--- src/rtl/vga_timing_ctrl_pkg.sv ---
// Shared VGA timing constants, counter type and controller state encoding.
// Defaults give 640x480@60 with a 25 MHz pixel clock.
package vga_timing_pkg;

    localparam int unsigned DefHActive = 640;
    localparam int unsigned DefHFp     = 16;
    localparam int unsigned DefHSync   = 96;
    localparam int unsigned DefHBp     = 48;
    localparam int unsigned DefVActive = 480;
    localparam int unsigned DefVFp     = 10;
    localparam int unsigned DefVSync   = 2;
    localparam int unsigned DefVBp     = 33;

    localparam int unsigned DefHTot = DefHActive + DefHFp + DefHSync + DefHBp;
    localparam int unsigned DefVTot = DefVActive + DefVFp + DefVSync + DefVBp;

    localparam int unsigned CntW = 10;
    typedef logic [CntW-1:0] cnt_t;

    typedef enum logic [1:0] {StIdle, StWaitFill, StRun} state_e;

endpackage

--- src/rtl/vga_timing_ctrl_if.sv ---
// FIFO read side and VGA pin bundle of the timing controller.
interface vga_timing_ctrl_if;
    logic        fifo_empty;
    logic [7:0]  pixel_r_in;
    logic [7:0]  pixel_g_in;
    logic [7:0]  pixel_b_in;
    logic        rd_fifo;
    logic        hsync;
    logic        vsync;
    logic        de;
    logic [7:0]  vga_r;
    logic [7:0]  vga_g;
    logic [7:0]  vga_b;
    logic        frame_start;
    logic        underflow;
    logic [15:0] underflow_cnt;

    modport master (
        input  fifo_empty, pixel_r_in, pixel_g_in, pixel_b_in,
        output rd_fifo, hsync, vsync, de, vga_r, vga_g, vga_b,
        output frame_start, underflow, underflow_cnt
    );

    modport slave (
        output fifo_empty, pixel_r_in, pixel_g_in, pixel_b_in,
        input  rd_fifo, hsync, vsync, de, vga_r, vga_g, vga_b,
        input  frame_start, underflow, underflow_cnt
    );
endinterface

--- src/rtl/vga_timing_ctrl_sync_counter.sv ---
// Horizontal/vertical position counters with raw (undelayed, active-high) sync,
// active-window and end-of-frame decode. Counters sit at 0 whenever run is low.
module vga_sync_counter
    import vga_timing_pkg::*;
#(
    parameter int unsigned H_ACTIVE = DefHActive,
    parameter int unsigned H_FP     = DefHFp,
    parameter int unsigned H_SYNC   = DefHSync,
    parameter int unsigned H_BP     = DefHBp,
    parameter int unsigned V_ACTIVE = DefVActive,
    parameter int unsigned V_FP     = DefVFp,
    parameter int unsigned V_SYNC   = DefVSync,
    parameter int unsigned V_BP     = DefVBp
) (
    input  logic clk,
    input  logic rst,
    input  logic run,
    output cnt_t h_cnt,
    output cnt_t v_cnt,
    output logic hsync_raw,
    output logic vsync_raw,
    output logic act,
    output logic eof
);
    localparam int unsigned HTot = H_ACTIVE + H_FP + H_SYNC + H_BP;
    localparam int unsigned VTot = V_ACTIVE + V_FP + V_SYNC + V_BP;
    localparam cnt_t HLast   = cnt_t'(HTot - 1);
    localparam cnt_t VLast   = cnt_t'(VTot - 1);
    localparam cnt_t HAct    = cnt_t'(H_ACTIVE);
    localparam cnt_t VAct    = cnt_t'(V_ACTIVE);
    localparam cnt_t HsStart = cnt_t'(H_ACTIVE + H_FP);
    localparam cnt_t HsEnd   = cnt_t'(H_ACTIVE + H_FP + H_SYNC);
    localparam cnt_t VsStart = cnt_t'(V_ACTIVE + V_FP);
    localparam cnt_t VsEnd   = cnt_t'(V_ACTIVE + V_FP + V_SYNC);

    cnt_t h_cnt_q, h_cnt_d;
    cnt_t v_cnt_q, v_cnt_d;
    logic h_wrap;

    always_comb begin
        h_wrap  = (h_cnt_q == HLast);
        h_cnt_d = '0;
        v_cnt_d = '0;
        if (run) begin
            h_cnt_d = h_wrap ? '0 : h_cnt_q + 1'b1;
            v_cnt_d = v_cnt_q;
            if (h_wrap) begin
                v_cnt_d = (v_cnt_q == VLast) ? '0 : v_cnt_q + 1'b1;
            end
        end
    end

    always_ff @(posedge clk or negedge rst) begin
        if (!rst) begin
            h_cnt_q <= '0;
            v_cnt_q <= '0;
        end else begin
            h_cnt_q <= h_cnt_d;
            v_cnt_q <= v_cnt_d;
        end
    end

    assign h_cnt     = h_cnt_q;
    assign v_cnt     = v_cnt_q;
    assign act       = run && (h_cnt_q < HAct) && (v_cnt_q < VAct);
    assign hsync_raw = run && (h_cnt_q >= HsStart) && (h_cnt_q < HsEnd);
    assign vsync_raw = run && (v_cnt_q >= VsStart) && (v_cnt_q < VsEnd);
    assign eof       = run && h_wrap && (v_cnt_q == VLast);

endmodule

--- src/rtl/vga_timing_ctrl.sv ---
// VGA timing controller: reads pixels from a FIFO during active video and
// drives registered, mutually aligned RGB/sync/de pins, counting FIFO underflows.
module vga_timing_ctrl
    import vga_timing_pkg::*;
#(
    parameter int unsigned H_ACTIVE = DefHActive,
    parameter int unsigned H_FP     = DefHFp,
    parameter int unsigned H_SYNC   = DefHSync,
    parameter int unsigned H_BP     = DefHBp,
    parameter int unsigned V_ACTIVE = DefVActive,
    parameter int unsigned V_FP     = DefVFp,
    parameter int unsigned V_SYNC   = DefVSync,
    parameter int unsigned V_BP     = DefVBp,
    parameter logic        SYNC_POL = 1'b0
) (
    input logic               clk,
    input logic               rst,
    input logic               en,
    vga_timing_ctrl_if.master bus
);
    state_e      state_q, state_d;
    logic        stop_q, stop_d;
    logic        run, act, eof, hs_raw, vs_raw, rd, miss;
    cnt_t        h_cnt, v_cnt;

    // Stage 1 carries the slot descriptor while the FIFO presents its data.
    logic        act_p1_q, act_p1_d, rd_p1_q, rd_p1_d, fs_p1_q, fs_p1_d;
    logic        hs_p1_q, hs_p1_d, vs_p1_q, vs_p1_d;
    logic        hsync_q, hsync_d, vsync_q, vsync_d, de_q, de_d, fs_q, fs_d;
    logic [23:0] rgb_q, rgb_d;
    logic        uf_q, uf_d;
    logic [15:0] ucnt_q, ucnt_d;

    assign run = (state_q == StRun);

    vga_sync_counter #(
        .H_ACTIVE(H_ACTIVE), .H_FP(H_FP), .H_SYNC(H_SYNC), .H_BP(H_BP),
        .V_ACTIVE(V_ACTIVE), .V_FP(V_FP), .V_SYNC(V_SYNC), .V_BP(V_BP)
    ) u_sync_counter (
        .clk      (clk),
        .rst      (rst),
        .run      (run),
        .h_cnt    (h_cnt),
        .v_cnt    (v_cnt),
        .hsync_raw(hs_raw),
        .vsync_raw(vs_raw),
        .act      (act),
        .eof      (eof)
    );

    assign rd   = act && !bus.fifo_empty;
    assign miss = act && bus.fifo_empty;

    always_comb begin
        state_d = state_q;
        stop_d  = stop_q;
        unique case (state_q)
            StIdle:     if (en) state_d = StWaitFill;
            StWaitFill: begin
                if (!en)                  state_d = StIdle;
                else if (!bus.fifo_empty) state_d = StRun;
            end
            StRun: begin
                if (!en) stop_d = 1'b1;
                // A stop request always lets the current frame finish first.
                if (eof && (stop_q || !en)) begin
                    state_d = StIdle;
                    stop_d  = 1'b0;
                end
            end
            default:    state_d = StIdle;
        endcase
    end

    always_comb begin
        act_p1_d = act;
        rd_p1_d  = rd;
        hs_p1_d  = hs_raw;
        vs_p1_d  = vs_raw;
        fs_p1_d  = act && (h_cnt == '0) && (v_cnt == '0);
        hsync_d  = hs_p1_q ? SYNC_POL : ~SYNC_POL;
        vsync_d  = vs_p1_q ? SYNC_POL : ~SYNC_POL;
        de_d     = act_p1_q;
        fs_d     = fs_p1_q;
        rgb_d    = (act_p1_q && rd_p1_q) ?
                   {bus.pixel_r_in, bus.pixel_g_in, bus.pixel_b_in} : 24'h0;
        uf_d     = uf_q | miss;
        ucnt_d   = (miss && (ucnt_q != 16'hFFFF)) ? ucnt_q + 16'd1 : ucnt_q;
    end

    always_ff @(posedge clk or negedge rst) begin
        if (!rst) begin
            state_q  <= StIdle;
            stop_q   <= 1'b0;
            act_p1_q <= 1'b0;
            rd_p1_q  <= 1'b0;
            hs_p1_q  <= 1'b0;
            vs_p1_q  <= 1'b0;
            fs_p1_q  <= 1'b0;
            hsync_q  <= ~SYNC_POL;
            vsync_q  <= ~SYNC_POL;
            de_q     <= 1'b0;
            fs_q     <= 1'b0;
            rgb_q    <= '0;
            uf_q     <= 1'b0;
            ucnt_q   <= '0;
        end else begin
            state_q  <= state_d;
            stop_q   <= stop_d;
            act_p1_q <= act_p1_d;
            rd_p1_q  <= rd_p1_d;
            hs_p1_q  <= hs_p1_d;
            vs_p1_q  <= vs_p1_d;
            fs_p1_q  <= fs_p1_d;
            hsync_q  <= hsync_d;
            vsync_q  <= vsync_d;
            de_q     <= de_d;
            fs_q     <= fs_d;
            rgb_q    <= rgb_d;
            uf_q     <= uf_d;
            ucnt_q   <= ucnt_d;
        end
    end

    assign bus.rd_fifo       = rd;
    assign bus.hsync         = hsync_q;
    assign bus.vsync         = vsync_q;
    assign bus.de            = de_q;
    assign bus.frame_start   = fs_q;
    assign bus.vga_r         = rgb_q[23:16];
    assign bus.vga_g         = rgb_q[15:8];
    assign bus.vga_b         = rgb_q[7:0];
    assign bus.underflow     = uf_q;
    assign bus.underflow_cnt = ucnt_q;

endmodule

--- src/flat_wrapper.sv ---
// flat-port wrapper written by rule: the top's interface ports become plain ports
module vga_timing_ctrl_flat import vga_timing_pkg::*;
#(
    parameter int unsigned H_ACTIVE = DefHActive,
    parameter int unsigned H_FP     = DefHFp,
    parameter int unsigned H_SYNC   = DefHSync,
    parameter int unsigned H_BP     = DefHBp,
    parameter int unsigned V_ACTIVE = DefVActive,
    parameter int unsigned V_FP     = DefVFp,
    parameter int unsigned V_SYNC   = DefVSync,
    parameter int unsigned V_BP     = DefVBp,
    parameter logic        SYNC_POL = 1'b0
)
  (clk, rst, en, bus_fifo_empty, bus_pixel_r_in, bus_pixel_g_in, bus_pixel_b_in, bus_rd_fifo, bus_hsync, bus_vsync, bus_de, bus_vga_r, bus_vga_g, bus_vga_b, bus_frame_start, bus_underflow, bus_underflow_cnt);
  vga_timing_ctrl_if bus_i ();
  input logic clk;
  input logic rst;
  input logic en;
  input wire logic [$bits(bus_i.fifo_empty)-1:0] bus_fifo_empty;
  input wire logic [$bits(bus_i.pixel_r_in)-1:0] bus_pixel_r_in;
  input wire logic [$bits(bus_i.pixel_g_in)-1:0] bus_pixel_g_in;
  input wire logic [$bits(bus_i.pixel_b_in)-1:0] bus_pixel_b_in;
  output wire logic [$bits(bus_i.rd_fifo)-1:0] bus_rd_fifo;
  output wire logic [$bits(bus_i.hsync)-1:0] bus_hsync;
  output wire logic [$bits(bus_i.vsync)-1:0] bus_vsync;
  output wire logic [$bits(bus_i.de)-1:0] bus_de;
  output wire logic [$bits(bus_i.vga_r)-1:0] bus_vga_r;
  output wire logic [$bits(bus_i.vga_g)-1:0] bus_vga_g;
  output wire logic [$bits(bus_i.vga_b)-1:0] bus_vga_b;
  output wire logic [$bits(bus_i.frame_start)-1:0] bus_frame_start;
  output wire logic [$bits(bus_i.underflow)-1:0] bus_underflow;
  output wire logic [$bits(bus_i.underflow_cnt)-1:0] bus_underflow_cnt;
  assign bus_i.fifo_empty = bus_fifo_empty;
  assign bus_i.pixel_r_in = bus_pixel_r_in;
  assign bus_i.pixel_g_in = bus_pixel_g_in;
  assign bus_i.pixel_b_in = bus_pixel_b_in;
  assign bus_rd_fifo = bus_i.rd_fifo;
  assign bus_hsync = bus_i.hsync;
  assign bus_vsync = bus_i.vsync;
  assign bus_de = bus_i.de;
  assign bus_vga_r = bus_i.vga_r;
  assign bus_vga_g = bus_i.vga_g;
  assign bus_vga_b = bus_i.vga_b;
  assign bus_frame_start = bus_i.frame_start;
  assign bus_underflow = bus_i.underflow;
  assign bus_underflow_cnt = bus_i.underflow_cnt;
  vga_timing_ctrl #(.H_ACTIVE(H_ACTIVE), .H_FP(H_FP), .H_SYNC(H_SYNC), .H_BP(H_BP), .V_ACTIVE(V_ACTIVE), .V_FP(V_FP), .V_SYNC(V_SYNC), .V_BP(V_BP), .SYNC_POL(SYNC_POL)) u_core (.clk(clk), .rst(rst), .en(en), .bus(bus_i));
endmodule
--- config.mk ---
export PLATFORM = sky130hd
export DESIGN_NAME = vga_timing_ctrl_flat
export DESIGN_NICKNAME = d
export VERILOG_FILES = /design/src/rtl/vga_timing_ctrl_pkg.sv /design/src/rtl/vga_timing_ctrl_if.sv /design/src/rtl/vga_timing_ctrl_sync_counter.sv /design/src/rtl/vga_timing_ctrl.sv /design/src/flat_wrapper.sv
export SDC_FILE = /design/constraint.sdc
export NUM_CORES = 1
export LEC_CHECK = 0
export CAP_MARGIN = 20
export CORE_UTILIZATION = 55
export CTS_CLUSTER_DIAMETER = 100
export DETAILED_ROUTE_END_ITERATION = 10
export DONT_BUFFER_PORTS = 1
export GPL_ROUTABILITY_DRIVEN = 0
export PLACE_DENSITY_LB_ADDON = 0.1
export SETUP_SLACK_MARGIN = 0.2
export SLEW_MARGIN = 20
export SYNTH_ARGS = -nofsm -noshare
export SYNTH_HDL_FRONTEND = slang
export SYNTH_SLANG_ARGS = --single-unit
--- constraint.sdc ---
create_clock -name clk -period 2.4 [get_ports clk]
set_clock_uncertainty 0.1 [all_clocks]
set_input_delay 0.24 -clock clk [delete_from_list [all_inputs] [get_ports clk]]
set_output_delay 0.24 -clock clk [all_outputs]
set_load 0.02 [all_outputs]
==> reports/qor.yml, run 1 <==
min_period_ps: 1990
finalCritPeriodShare_pct: 83.1
drt_wl_total_um: 6010
worstPathCellList: "ha_1 > and4_4 > nand4b_4 > nand2b_1 > or3_1 > o21ai_0"
syn_area_um2: 3080
vias: 2139
path_buf_inv: 0
top_layer_used: "met4"
leakagePower_nw: 1.73
finalNonFillerCells: 384
drtIter0Drc: 141
start_kind: "register"
fp.dieW_um: 76.9
status: "complete, no violations"
final_common_cell: "dfrtp_1"
grt_max_degree: 74
synth-seq-cells: 73
finalHoldWorstSlack_ps: 23.7
finalSetupTns_ps: 0
drt-met1-wl_um: 2660
slew-limit-headroom_pct: 61.0
slowest_stage: "dfrtp_1"
ys_types: 46
first_pass_iters: 4
power_mw: 2.65
diodes: 0
clk_latency_ps: 330
cap_violations: 0
htreeDepth: 3
synth-warning-count: 0
worstPathMaxFanout: 10
hpwl_um: 3870
synth-main-ff-cell: "dfrtp_1"
wl_met2_um: 2960
ys_seq_area_share_pct: 59.3
wl_met3_um: 324
start_util_pct: 58.9
critical_path_class: "register to register"
post_cts_buffers: 0
layout_common_cells: "dfrtp_1 (71), and3_1 (30), dlygate4sd3_1 (27), nor2_1 (17), o21ai_0 (15)"
avgViaCountPerCell: 5.57
arrival_ps: 2140
rsz0062_at_grt: "no"
grt_overflow: 0
cts-root-buf: "clkbuf_8"
synth-edff-count: 0
dieHeight_um: 76.9
max-vdd-ir-drop_mv: 0.354
utilization_pct: 69.8
core_um2: 5240
place_inst: 340
clock-sinks: 73
track_usage_pct: 22.7
antenna_found_initial: 0
cpPeakStageDelay_ps: 410
netlist_instances: 274
worst_pin_slew_ps: 583
io_pins: 74
drv_slew: 0
setup_violations: 0
ant_nets: 0
synth.avg_cell_area_um2: 11.3
async_flop_share_pct: 100
nets: 342
row_count: 26
portBuffers: 0
grt_pass1_wl_um: 10400
hold_path_class: "input pin to register"
wire_per_inst_um: 15.7
crit_family: "simple AND/OR/NAND/NOR gates"
drive_above_1_share_pct: 11.8
power.density_nw_per_um2: 724
cts_tree: "done"
grt_pass1_vias: 2108
cts_buffer_depth: 2
hold_violations: 0
cts_buffers: 9
clk_pin_slew_ps: 80
critPathCaptureType: "register"
die_area_um2: 5910
cts-resized-gates: 0
syn_to_final_growth_pct: 18.6
synth.net_count: 307
required_ps: 2550
remaining_drc_errors: 0
timing.fmax_mhz: 501
[state kept, by name, indices dropped and copies added (netlist names)]
register and flops:
u_core.act_p1_q 1, u_core.bus.de 1, u_core.bus.frame_start 1, u_core.bus.hsync 1, u_core.bus.underflow 1, u_core.bus.underflow_cnt 16, u_core.bus.vsync 1, u_core.fs_d 1
u_core.hs_p1_q 1, u_core.rd_p1_q 1, u_core.rgb_q 24, u_core.state_q 2, u_core.stop_q 1, u_core.u_sync_counter.h_cnt 10, u_core.u_sync_counter.v_cnt 10, u_core.vs_p1_q 1
[report_power, final]
group | switching (mW) | internal [mW] | leakage [nW]
Clock | 0.473 | 0.489 | 0.100
Combinational | 0.170 | 0.136 | 0.641
Sequential | 0.0853 | 1.29 | 0.993
Total | 0.728 | 1.92 | 1.73
[cells by family (layout without fill, tap and decap cells)]
kind of cell             Yosys count  after routing  synth area share [%]
AND/OR/NAND/NOR                  124            124                  23.5
flip-flops                        73             73                  59.3
AO/OA/AOI/OAI                     29             29                  5.56
XOR/XNOR                          21             21                  5.97
buffers and inverters             21             61                  3.21
adder cells (fa/ha/maj)            5              5                  2.03
multiplexers                       1              1                 0.365
[synth_stat cells, drive strengths merged, types with 2 or more instances]
library cell	number	share of area (%)
ha	5	2.0
buf	3	0.97
inv	11	1.3
or3	5	1.1
clkbuf	7	0.89
nor2b	2	0.41
nor3b	2	0.49
xor2	9	2.6
nor3	6	0.97
dfrtp	71	58
nand4b	2	1.1
nand3	13	2.1
or4	2	0.53
nor4	6	1.2
nand2b	6	1.2
dfstp	2	1.7
and4	2	0.65
a21oi	5	0.81
nand4	11	2.2
a21o	2	0.49
o21ai	15	2.4
nor2	18	2.4
and3	31	6.3
xnor2	12	3.4
nand2	13	1.6
[area by class of cell]
| type | count | area [µm²] |
|---|---|---|
| clock buffers | 9 | 124 |
| flip-flops and latches | 73 | 1830 |
| clock inverters | 7 | 77.6 |
| fillers | 376 | 1580 |
| multi-input cells | 180 | 1150 |
| well taps | 70 | 87.6 |
| repair buffers | 34 | 343 |
| inverters | 11 | 41.3 |
[worst paths after layout]
kind / slack, ps / from / end / cells after the start
max in group asynchronous: 1530 / rst / u_core.bus.hsync$_DFF_PN1_ / 2
worst min register to register: 250 / u_core.vs_p1_q$_DFF_PN0_ / u_core.bus.vsync$_DFF_PN1_ / 1
worst max-delay path: 410 / u_core.u_sync_counter.h_cnt[0]$_DFF_PN0_ / u_core.u_sync_counter.v_cnt[6]$_DFFE_PN0P_ / 6
worst max register to register: 410 / u_core.u_sync_counter.h_cnt[0]$_DFF_PN0_ / u_core.u_sync_counter.v_cnt[6]$_DFFE_PN0P_ / 6
min in group asynchronous: 350 / rst / u_core.rgb_q[19]$_DFF_PN0_ / 2
worst min-delay path: 20 / bus_fifo_empty / u_core.state_q[1]$_DFFE_PN0P_ / 2
[what timing repair did]
action,4_1_cts,5_1_grt
setup endpoints to repair,0,0
hold endpoints to repair,99,0
hold buffers,28,0
[layer usage]
layer | global-route usage (%) | vias up
met3 | 6.31 | 6
met1 | 29.9 | 1050
met5 | 0 | -
met4 | 8.46 | 0
li1 | - | 1034
met2 | 36.0 | 49
[stage by stage]
stage	instance area (µm²)	worst slack (ps)
2_1_floorplan	3080	467
4_1_cts	3660	392
5_1_grt	3660	245
3_5_place_dp	3160	420
3_3_place_gp	3160	494
6_report	3660	406
Note: power is estimated with default switching activity, not from simulation.
==> run 2: changes to the inputs <==
Clock period 2.4 ns to 1.7 ns, I/O delays scaled along.
==> reports/qor.yml, run 2 (synthesis gave the netlist of run 1 again) <==
status: "complete, but fails checks"
violations: "hold timing, setup timing"
grt_pass1_vias: 2771
critPathCaptureType: "register"
fp.dieW_um: 76.9
hold_path_class: "input pin to async pin"
rsz0062_at_grt: "yes"
layout_setup_ws_ps: -120
slowest_stage: "dfrtp_1"
first_pass_iters: 5
antenna_found_initial: 0
ant_nets: 0
ff2ff_setup_slack_ps: -120
finalHoldWorstSlack_ps: -604
clock-sinks: 73
place_area_um2: 3600
regMostFlops: "u_core.rgb_q"
top_layer_used: "met4"
hold_violations: 73
cts_buffers: 9
cts-root-buf: "clkbuf_8"
cap_violations: 0
wire_per_inst_um: 21.9
avgViaCountPerCell: 6.11
critical_path_class: "register to register"
final_common_cell: "dfrtp_1"
slew-limit-headroom_pct: 59.4
stdcell_area_um2: 4620
worstPathMaxFanout: 5
portBuffers: 0
io_pins: 74
cts_buffer_depth: 2
track_usage_pct: 31.5
diodes: 0
wl_met3_um: 627
largest_reg_flops: 24
arrival_ps: 1950
min_period_ps: 1820
drtIter0Drc: 215
wl_met2_um: 5260
vias: 2756
layout_common_cells: "dfrtp_1 (59), buf_4 (56), and3_1 (27), dlygate4sd3_1 (26), buf_6 (15)"
grt_max_degree: 74
nets: 409
power.density_nw_per_um2: 846
worst_pin_slew_ps: 609
leakagePower_nw: 2.23
cts_tree: "done"
hpwl_um: 4600
htreeDepth: 3
timing.fmax_mhz: 549
worstPathCellList: "nor3b_2 > and4_4 > a21boi_4 > buf_12 > nand4_1 > xnor2_1"
max-vdd-ir-drop_mv: 0.692
setup_violations: 23
dieHeight_um: 76.9
clk_pin_slew_ps: 90
grt_pass1_wl_um: 14000
syn_to_final_growth_pct: 50.0
grt_overflow: 0
drt-met1-wl_um: 3580
drv_slew: 0
clk_latency_ps: 360
row_count: 26
drive_above_1_share_pct: 44.6
core_um2: 5240
hold_buffers: 26
start_util_pct: 58.9
finalCritPeriodShare_pct: 107
cpPeakStageDelay_ps: 420
remaining_drc_errors: 0
drt_wl_total_um: 9880
power_mw: 3.91
start_kind: "register"
required_ps: 1830
die_area_um2: 5910
run 2: changes by cell type in the layout (fill, tap and decap cells not counted), sizes merged:
cell / before / now
buf: 7 / 73
bufinv: 1 / 0
clkbuf: 9 / 11
clkinvlp: 1 / 2
dlygate4sd3: 27 / 26
inv: 13 / 12
nand2b: 6 / 7
run 2: critical path, delay by kind of cell (launching register included):
kind                   cells  cell delay [ps]
AO/OA/AOI/OAI              1              240
XOR/XNOR                   1              170
buffers and inverters      1              150
flip-flops                 1              420
AND/OR/NAND/NOR            3              620
run 2: per-stage QoR:
step	std cells	util [%]	setup TNS (ps)	worst slack, ps
after floorplan	274	-	-146	-91.1
after global placement	383	68.8	-12.7	-12.7
after detailed placement	383	68.8	-757	-140
after CTS	443	84.0	-42.1	-28.6
after global routing	451	88.3	-2640	-197
final	451	88.3	-1280	-120
run 2: path summary, 6_finish.rpt:
check | cells past startpoint | startpoint | endpoint
worst max-delay path | 6 | u_core.u_sync_counter.v_cnt[9]$_DFFE_PN0P_ | u_core.bus.underflow_cnt[3]$_DFFE_PN0P_
worst min-delay path | 0 | rst | u_core.bus.de$_DFF_PN0_
worst max register to register | 6 | u_core.u_sync_counter.v_cnt[9]$_DFFE_PN0P_ | u_core.bus.underflow_cnt[3]$_DFFE_PN0P_
worst min register to register | 1 | u_core.vs_p1_q$_DFF_PN0_ | u_core.bus.vsync$_DFF_PN1_
max in group asynchronous | 0 | rst | u_core.bus.hsync$_DFF_PN1_
min in group clk | 3 | en | u_core.state_q[1]$_DFFE_PN0P_
run 2: cell type report:
| class | instances | area [µm²] |
|---|---|---|
| tap | 70 | 87.6 |
| inverter | 11 | 41.3 |
| timing repair buffer | 100 | 910 |
| multi-input combinational | 181 | 1570 |
| clock buffer | 10 | 128 |
| sequential | 73 | 1840 |
| fill | 186 | 613 |
| clock inverter | 6 | 42.5 |
run 2: metal layers:
metal  track usage [%]  up-vias
li1                  -     1168
met1              35.7     1397
met2              55.8      146
met3              8.45       45
met4              12.7        0
met5                 0        -
run 2: power by group:
group / internal [mW] / switching (mW)
clock network: 0.533 / 0.709
registers: 1.84 / 0.147
logic: 0.356 / 0.331
run 2: repair_timing:
action                                 CTS  global route
gates resized for setup                 54            30
gates cloned                             1             1
setup buffers                           17             7
endpoints found under the hold margin  101            73
pin swaps                               26            24
setup endpoints to repair               36            40
